### config.mk
export PLATFORM = sky130hd
export DESIGN_NAME = uart_pkt_rx_flat
export DESIGN_NICKNAME = d
export VERILOG_FILES = /design/src/rtl/uart_pkt_pkg.sv /design/src/rtl/uart_pkt_rx_if.sv /design/src/rtl/uart_pkt_buf.sv /design/src/rtl/uart_pkt_rx.sv /design/src/flat_wrapper.sv
export SDC_FILE = /design/constraint.sdc
export NUM_CORES = 1
export LEC_CHECK = 0
export CAP_MARGIN = 10
export CORE_MARGIN = 5
export CORE_UTILIZATION = 60
export CTS_CLUSTER_SIZE = 20
export DETAILED_ROUTE_END_ITERATION = 7
export PLACE_DENSITY = 0.85
export SKIP_LAST_GASP = 1
export SLEW_MARGIN = 20
export SYNTH_ARGS = -nofsm -noshare
export SYNTH_HDL_FRONTEND = slang
export SYNTH_SLANG_ARGS = --single-unit
### constraint.sdc
create_clock -name clk -period 4.2 [get_ports clk]
set_input_delay 0.84 -clock clk [delete_from_list [all_inputs] [get_ports clk]]
set_output_delay 0.84 -clock clk [all_outputs]
set_load 0.005 [all_outputs]
### src/rtl/uart_pkt_pkg.sv
// rtl/uart_pkt_pkg.sv - state encoding, default SOF and state-class helpers for uart_pkt_rx
package uart_pkt_pkg;

    typedef enum logic [2:0] {
        ST_HUNT,
        ST_LEN,
        ST_PAYLOAD,
        ST_CHK,
        ST_DRAIN
    } state_t;

    localparam logic [7:0] SOF_DEFAULT = 8'hA5;

    // States in which bytes are pulled from the UART; DRAIN leaves them queued there
    function automatic logic pops_allowed(input state_t s);
        return s != ST_DRAIN;
    endfunction

    // States between SOF and CHK, where a stalled sender is noticed
    function automatic logic mid_frame(input state_t s);
        return (s == ST_LEN) || (s == ST_PAYLOAD) || (s == ST_CHK);
    endfunction

endpackage

### src/rtl/uart_pkt_rx_if.sv
// rtl/uart_pkt_rx_if.sv - UART pop handshake and payload stream bundle for uart_pkt_rx
interface uart_pkt_rx_if;
    logic       rx_empty;
    logic [7:0] r_data;
    logic       rd_uart;
    logic       m_valid;
    logic       m_ready;
    logic [7:0] m_data;
    logic       m_last;

    // Receiver side: pops the UART, drives the payload stream
    modport master (
        input  rx_empty, r_data, m_ready,
        output rd_uart, m_valid, m_data, m_last
    );

    // Environment side: UART buffer plus downstream consumer
    modport slave (
        output rx_empty, r_data, m_ready,
        input  rd_uart, m_valid, m_data, m_last
    );
endinterface

### src/rtl/uart_pkt_buf.sv
// rtl/uart_pkt_buf.sv - payload register file, synchronous write and asynchronous read
module uart_pkt_buf #(
    parameter int DEPTH = 16,
    parameter int AW    = 4
) (
    input  logic          clk,
    input  logic          we,
    input  logic [AW-1:0] waddr,
    input  logic [7:0]    wdata,
    input  logic [AW-1:0] raddr,
    output logic [7:0]    rdata
);
    logic [7:0] mem [DEPTH];

    // Store one payload byte per pop
    always_ff @(posedge clk) begin
        if (we) begin
            mem[waddr] <= wdata;
        end
    end

    // Addresses past DEPTH only occur on the look-ahead after the last byte; return 0 there
    assign rdata = (int'(raddr) < DEPTH) ? mem[raddr] : 8'd0;
endmodule

### src/rtl/uart_pkt_rx.sv
// rtl/uart_pkt_rx.sv - framed packet receiver with checksum gate; inter-byte timeout under UART_PKT_TIMEOUT_EN
module uart_pkt_rx
    import uart_pkt_pkg::*;
#(
    parameter int         MAX_LEN       = 16,
    parameter logic [7:0] SOF           = SOF_DEFAULT,
    parameter int         TIMEOUT_TICKS = 160
) (
    input  logic          clk,
    input  logic          reset,
    input  logic          s_tick,
    uart_pkt_rx_if.master bus,
    output logic          err_chk,
    output logic          err_len,
    output logic          err_to,
    output logic [15:0]   frame_cnt
);
    localparam int         AW        = (MAX_LEN > 1) ? $clog2(MAX_LEN) : 1;
    localparam logic [7:0] MAX_LEN_B = 8'(MAX_LEN);

    state_t        state;
    logic [7:0]    len;
    logic [7:0]    sum;
    logic [7:0]    idx;
    logic          armed;
    logic          rd_prev;
    logic          pop;
    logic          we;
    logic [AW-1:0] raddr;
    logic [7:0]    rd_byte;

    // The UART empty flag clears a cycle late, so never pop on two consecutive cycles.
    // armed keeps rd_uart low while reset is held and for the first cycle after it.
    assign pop         = armed && !rd_prev && !bus.rx_empty && pops_allowed(state);
    assign bus.rd_uart = pop;
    assign we          = pop && (state == ST_PAYLOAD);
    // Look one byte ahead so m_data can be registered; CHK preloads byte 0
    assign raddr       = (state == ST_DRAIN) ? idx[AW-1:0] + AW'(1) : '0;

    uart_pkt_buf #(
        .DEPTH (MAX_LEN),
        .AW    (AW)
    ) u_buf (
        .clk   (clk),
        .we    (we),
        .waddr (idx[AW-1:0]),
        .wdata (bus.r_data),
        .raddr (raddr),
        .rdata (rd_byte)
    );

`ifdef UART_PKT_TIMEOUT_EN
    localparam logic [15:0] TO_LAST = 16'(TIMEOUT_TICKS - 1);
    logic [15:0] to_cnt;
`else
    logic unused_tick;
    localparam int unused_to_ticks = TIMEOUT_TICKS;
    assign unused_tick = s_tick;
    assign err_to      = 1'b0;
`endif

    // Frame FSM: hunt, length check, payload capture, checksum verdict, gated drain
    always_ff @(posedge clk or negedge reset) begin
        if (!reset) begin
            state       <= ST_HUNT;
            len         <= 8'd0;
            sum         <= 8'd0;
            idx         <= 8'd0;
            armed       <= 1'b0;
            rd_prev     <= 1'b0;
            bus.m_valid <= 1'b0;
            bus.m_data  <= 8'd0;
            bus.m_last  <= 1'b0;
            err_chk     <= 1'b0;
            err_len     <= 1'b0;
            frame_cnt   <= 16'd0;
`ifdef UART_PKT_TIMEOUT_EN
            err_to      <= 1'b0;
            to_cnt      <= 16'd0;
`endif
        end else begin
            armed   <= 1'b1;
            rd_prev <= pop;
            err_chk <= 1'b0;
            err_len <= 1'b0;
            case (state)
                ST_HUNT: begin
                    if (pop && bus.r_data == SOF) begin
                        state <= ST_LEN;
                    end
                end
                ST_LEN: begin
                    if (pop) begin
                        if (bus.r_data == 8'd0 || bus.r_data > MAX_LEN_B) begin
                            err_len <= 1'b1;
                            state   <= ST_HUNT;
                        end else begin
                            len   <= bus.r_data;
                            sum   <= bus.r_data;
                            idx   <= 8'd0;
                            state <= ST_PAYLOAD;
                        end
                    end
                end
                ST_PAYLOAD: begin
                    if (pop) begin
                        sum <= sum + bus.r_data;
                        if (idx == len - 8'd1) begin
                            state <= ST_CHK;
                        end else begin
                            idx <= idx + 8'd1;
                        end
                    end
                end
                ST_CHK: begin
                    if (pop) begin
                        if (sum + bus.r_data == 8'd0) begin
                            state       <= ST_DRAIN;
                            idx         <= 8'd0;
                            bus.m_valid <= 1'b1;
                            bus.m_data  <= rd_byte;
                            bus.m_last  <= (len == 8'd1);
                            frame_cnt   <= frame_cnt + 16'd1;
                        end else begin
                            err_chk <= 1'b1;
                            state   <= ST_HUNT;
                        end
                    end
                end
                ST_DRAIN: begin
                    if (bus.m_valid && bus.m_ready) begin
                        if (bus.m_last) begin
                            bus.m_valid <= 1'b0;
                            bus.m_data  <= 8'd0;
                            bus.m_last  <= 1'b0;
                            state       <= ST_HUNT;
                        end else begin
                            idx        <= idx + 8'd1;
                            bus.m_data <= rd_byte;
                            bus.m_last <= (idx + 8'd1 == len - 8'd1);
                        end
                    end
                end
                default: state <= ST_HUNT;
            endcase
`ifdef UART_PKT_TIMEOUT_EN
            // A pop on the terminal tick wins: the byte is handled above and the count restarts
            err_to <= 1'b0;
            if (pop || !mid_frame(state)) begin
                to_cnt <= 16'd0;
            end else if (s_tick) begin
                if (to_cnt == TO_LAST) begin
                    to_cnt <= 16'd0;
                    err_to <= 1'b1;
                    state  <= ST_HUNT;
                end else begin
                    to_cnt <= to_cnt + 16'd1;
                end
            end
`endif
        end
    end
endmodule

### src/flat_wrapper.sv
// flat-port wrapper written by rule: the top's interface ports become plain ports
module uart_pkt_rx_flat import uart_pkt_pkg::*;
#(
    parameter int         MAX_LEN       = 16,
    parameter logic [7:0] SOF           = SOF_DEFAULT,
    parameter int         TIMEOUT_TICKS = 160
)
  (clk, reset, s_tick, err_chk, err_len, err_to, frame_cnt, bus_rx_empty, bus_r_data, bus_m_ready, bus_rd_uart, bus_m_valid, bus_m_data, bus_m_last);
  uart_pkt_rx_if bus_i ();
  input  logic clk;
  input  logic reset;
  input  logic s_tick;
  output logic err_chk;
  output logic err_len;
  output logic err_to;
  output logic [15:0] frame_cnt;
  input wire logic [$bits(bus_i.rx_empty)-1:0] bus_rx_empty;
  input wire logic [$bits(bus_i.r_data)-1:0] bus_r_data;
  input wire logic [$bits(bus_i.m_ready)-1:0] bus_m_ready;
  output wire logic [$bits(bus_i.rd_uart)-1:0] bus_rd_uart;
  output wire logic [$bits(bus_i.m_valid)-1:0] bus_m_valid;
  output wire logic [$bits(bus_i.m_data)-1:0] bus_m_data;
  output wire logic [$bits(bus_i.m_last)-1:0] bus_m_last;
  assign bus_i.rx_empty = bus_rx_empty;
  assign bus_i.r_data = bus_r_data;
  assign bus_i.m_ready = bus_m_ready;
  assign bus_rd_uart = bus_i.rd_uart;
  assign bus_m_valid = bus_i.m_valid;
  assign bus_m_data = bus_i.m_data;
  assign bus_m_last = bus_i.m_last;
  uart_pkt_rx #(.MAX_LEN(MAX_LEN), .SOF(SOF), .TIMEOUT_TICKS(TIMEOUT_TICKS)) u_core (.clk(clk), .reset(reset), .s_tick(s_tick), .bus(bus_i), .err_chk(err_chk), .err_len(err_len), .err_to(err_to), .frame_cnt(frame_cnt));
endmodule
==> flow_summary.toml <==
[clock_network]
clk_pin_slew_worst_paths_ns = 0.06
clock_sinks = 185
cts_resized = 0
clk-insertion-delay-late_ns = 0.43
cts_tree = "done"
cts_setup_buffers = 0
clock_path_buffers = 2
htreeDepth = 4
cts_hold_buf = 0
cts_made_buffers = 17
cts_root_buf = "clkbuf_16"

[critical_path]
crit_fanout = 9
worstSetupEndpointType = "flip-flop"
cp.arrival_ns = 4.12
worstPathRequired_ns = 4.52
start_kind = "input port"
path_class = "input port to flip-flop"

[grt]
grt_pass1_vias = 5931
grt_overflow_total = 0
track_usage_pct = 23.65
antenna_found_initial = 0
top_usage_layer = "met2"
use_met3_pct = 5.163
gr-usage-met2_pct = 38.96
grt_util_met1_pct = 30.76
grt_first_pass_wirelength_mm = 30.55
grt_max_degree = 43

[yosys]
ys_seq_elements = 185
synth-edff-count = 128
yosysWarnings = 0
syn_avg_cell_area_um2 = 12.79
synth-main-ff-cell = "edfxtp_1"
async_flop_share_pct = 30.81
ys_types = 66
syn_area_um2 = 8695
synthCells = 680
ys_seq_area_share_pct = 60.61
synth_fp_nets = 708

[pwr]
pwr-share-seq_pct = 55.2
p_switching_mw = 0.7372
peakVddDrop_uv = 277.1
p_int_mw = 2.818
leakage_nw = 3.650
pwr-share-comb_pct = 4.4
clkPwrFrac_pct = 40.4
powerDensity_nw_per_um2 = 362.0
p_sw_share_pct = 20.74

[die]
ios = 43
die_x_um = 130.4
die_h_um = 130.4
rows = 44
dieArea_um2 = 17000
start_util_pct = 60.51
coreArea_um2 = 14370

[layout]
layout_commonest_cell = "edfxtp_1"
finish.net_count = 750
syn_to_final_growth_pct = 12.97
layout_common_cells = "edfxtp_1 (128), o21ai_0 (57), dfrtp_1 (57), clkdlybuf4s50_1 (39), nand2_1 (36)"
drive_above_1_share_pct = 11.84
diodes = 0

[place]
place.gp.congestion = 0.8435
post-place-ws_ns = 0.04710
post-dp-hpwl_mm = 12.90
io_buffers = 40

[timing]
relSlewSlack_pct = 39.02
skew_ns = 0.006306
finalWorstSetupSlack_ns = 0.3942
slew_viol_final = 0
fin_crit_ns = 3.806
worst_slew_pin_slew_ns = 0.9114
clock.fmax_mhz = 262.8
finalSetupTns_ns = 0
setup_viol = 0
rsz0062_at_grt = "no"
hold_viol_final = 0
finalCritPeriodShare_pct = 90.61

[routing]
dr.pass1.iters = 5
postRouteWirelength_mm = 19.03
wl_per_cell_um = 20.71
vias = 5882
drtIter0Drc = 742
ant_nets = 0
drcViolationCount = 0
via_per_inst = 6.400

[job]
cap_violations = 0

[status]
status = "finished clean"

[hold_path]
hold_path.class = "input port to asynchronous set/reset pin"
[worst max-delay path, stage by stage]
cell,delay (ns)
clkdlybuf4s50_1,0.51
ha_1,0.30
fa_1,0.41
a211oi_1,0.50
nor4b_1,0.14
nand4b_1,0.25
nor3_2,0.32
nand3_4,0.11
o21a_1,0.35
mux2_4,0.40
[layer usage]
layer,wire (um),vias to the layer above
met5,0,-
met4,645,0
met3,1546,55
met2,9203,318
met1,7634,2864
li1,-,2645
[synth_stat cells, types with 6 or more instances]
master | count | share of area, %
and3_1 | 6 | 0.43
mux4_2 | 8 | 2.1
nor3_1 | 19 | 1.1
o2bb2ai_1 | 8 | 0.81
dfrtp_1 | 57 | 16
a21oi_1 | 24 | 1.4
buf_2 | 8 | 0.46
o31ai_1 | 12 | 1.0
ha_1 | 14 | 2.0
o21ai_0 | 57 | 3.3
mux2_2 | 11 | 1.4
inv_1 | 17 | 0.73
xnor2_1 | 21 | 2.1
mux2_4 | 9 | 1.6
nor2b_1 | 6 | 0.43
mux2i_1 | 21 | 2.4
xor2_1 | 21 | 2.1
nand2b_1 | 8 | 0.58
or3_1 | 10 | 0.72
nand3_1 | 22 | 1.3
nand2_1 | 36 | 1.6
a31oi_1 | 10 | 0.72
clkbuf_1 | 24 | 1.0
edfxtp_1 | 128 | 44
o211ai_1 | 18 | 1.6
o221ai_1 | 8 | 0.81
nor2_1 | 34 | 1.5
[state kept, by name, summed over array words and instances, names as in the netlist, 3 cells and up]
name / flops
u_core.u_buf.mem: 128
u_core.frame_cnt: 16
u_core.bus.m_data: 8
u_core.idx: 8
u_core.len: 8
u_core.sum: 8
u_core.state: 3
[final timing paths]
kind | startpoint | end | slack [ns] | depth (start not counted)
setup / recovery | bus_r_data[0] | u_core.bus.m_data[6] | 0.39 | 10
hold / removal | reset | u_core.frame_cnt[11] | 0.44 | 1
setup reg to reg | u_core.sum[0] | u_core.bus.m_data[6] | 1.00 | 9
hold reg to reg | u_core.frame_cnt[15] | u_core.frame_cnt[15] | 0.48 | 1
max in group asynchronous | reset | u_core.bus.m_data[7] | 2.92 | 2
min in group clk | u_core.frame_cnt[15] | u_core.frame_cnt[15] | 0.48 | 1
[power by group through the flow]
stage / sequential (mW) / clock (mW) / combinational [mW]
floorplan: 2.00 / 0 / 0.0814
global placement: 2.00 / 0 / 0.147
detailed placement: 2.00 / 0 / 0.153
CTS: 1.96 / 1.46 / 0.155
global route: 1.96 / 1.53 / 0.169
finish: 1.96 / 1.44 / 0.156
[area by class of cell]
type	count	area (um^2)
tap	184	230.2
fill	976	4547
inverter	18	67.56
multi-input combinational	437	3163
clock inverter	10	78.83
timing repair buffer	63	568.0
clock buffer	22	444.2
sequential	185	5270
[kinds of logic (layout without fill, tap and decap cells)]
kind of cell	Yosys count	in the layout	share of synthesized area, %
DFF	185	185	60.61
and+or+nand+nor	177	177	11.17
buffers and inverters	58	113	3.008
other	2	2	0.08638
adders and majority gates	15	15	2.245
AOI/OAI and AO/OA	152	152	11.18
muxes	49	49	7.469
xor gates and xnor gates	42	42	4.231
[stage by stage]
step	cells	total power, mW	area (um^2)	util, %	hold slack (ns)
floorplan	680	2.080	8695	-	0.4538
global placement	887	2.147	9299	64.72	0.4589
detailed placement	887	2.154	9299	64.72	0.4674
CTS	919	3.577	9822	68.36	0.4501
global route	919	3.666	9822	68.36	0.4877
finish	919	3.555	9822	68.36	0.4369
(Power assumes the default switching activity.)
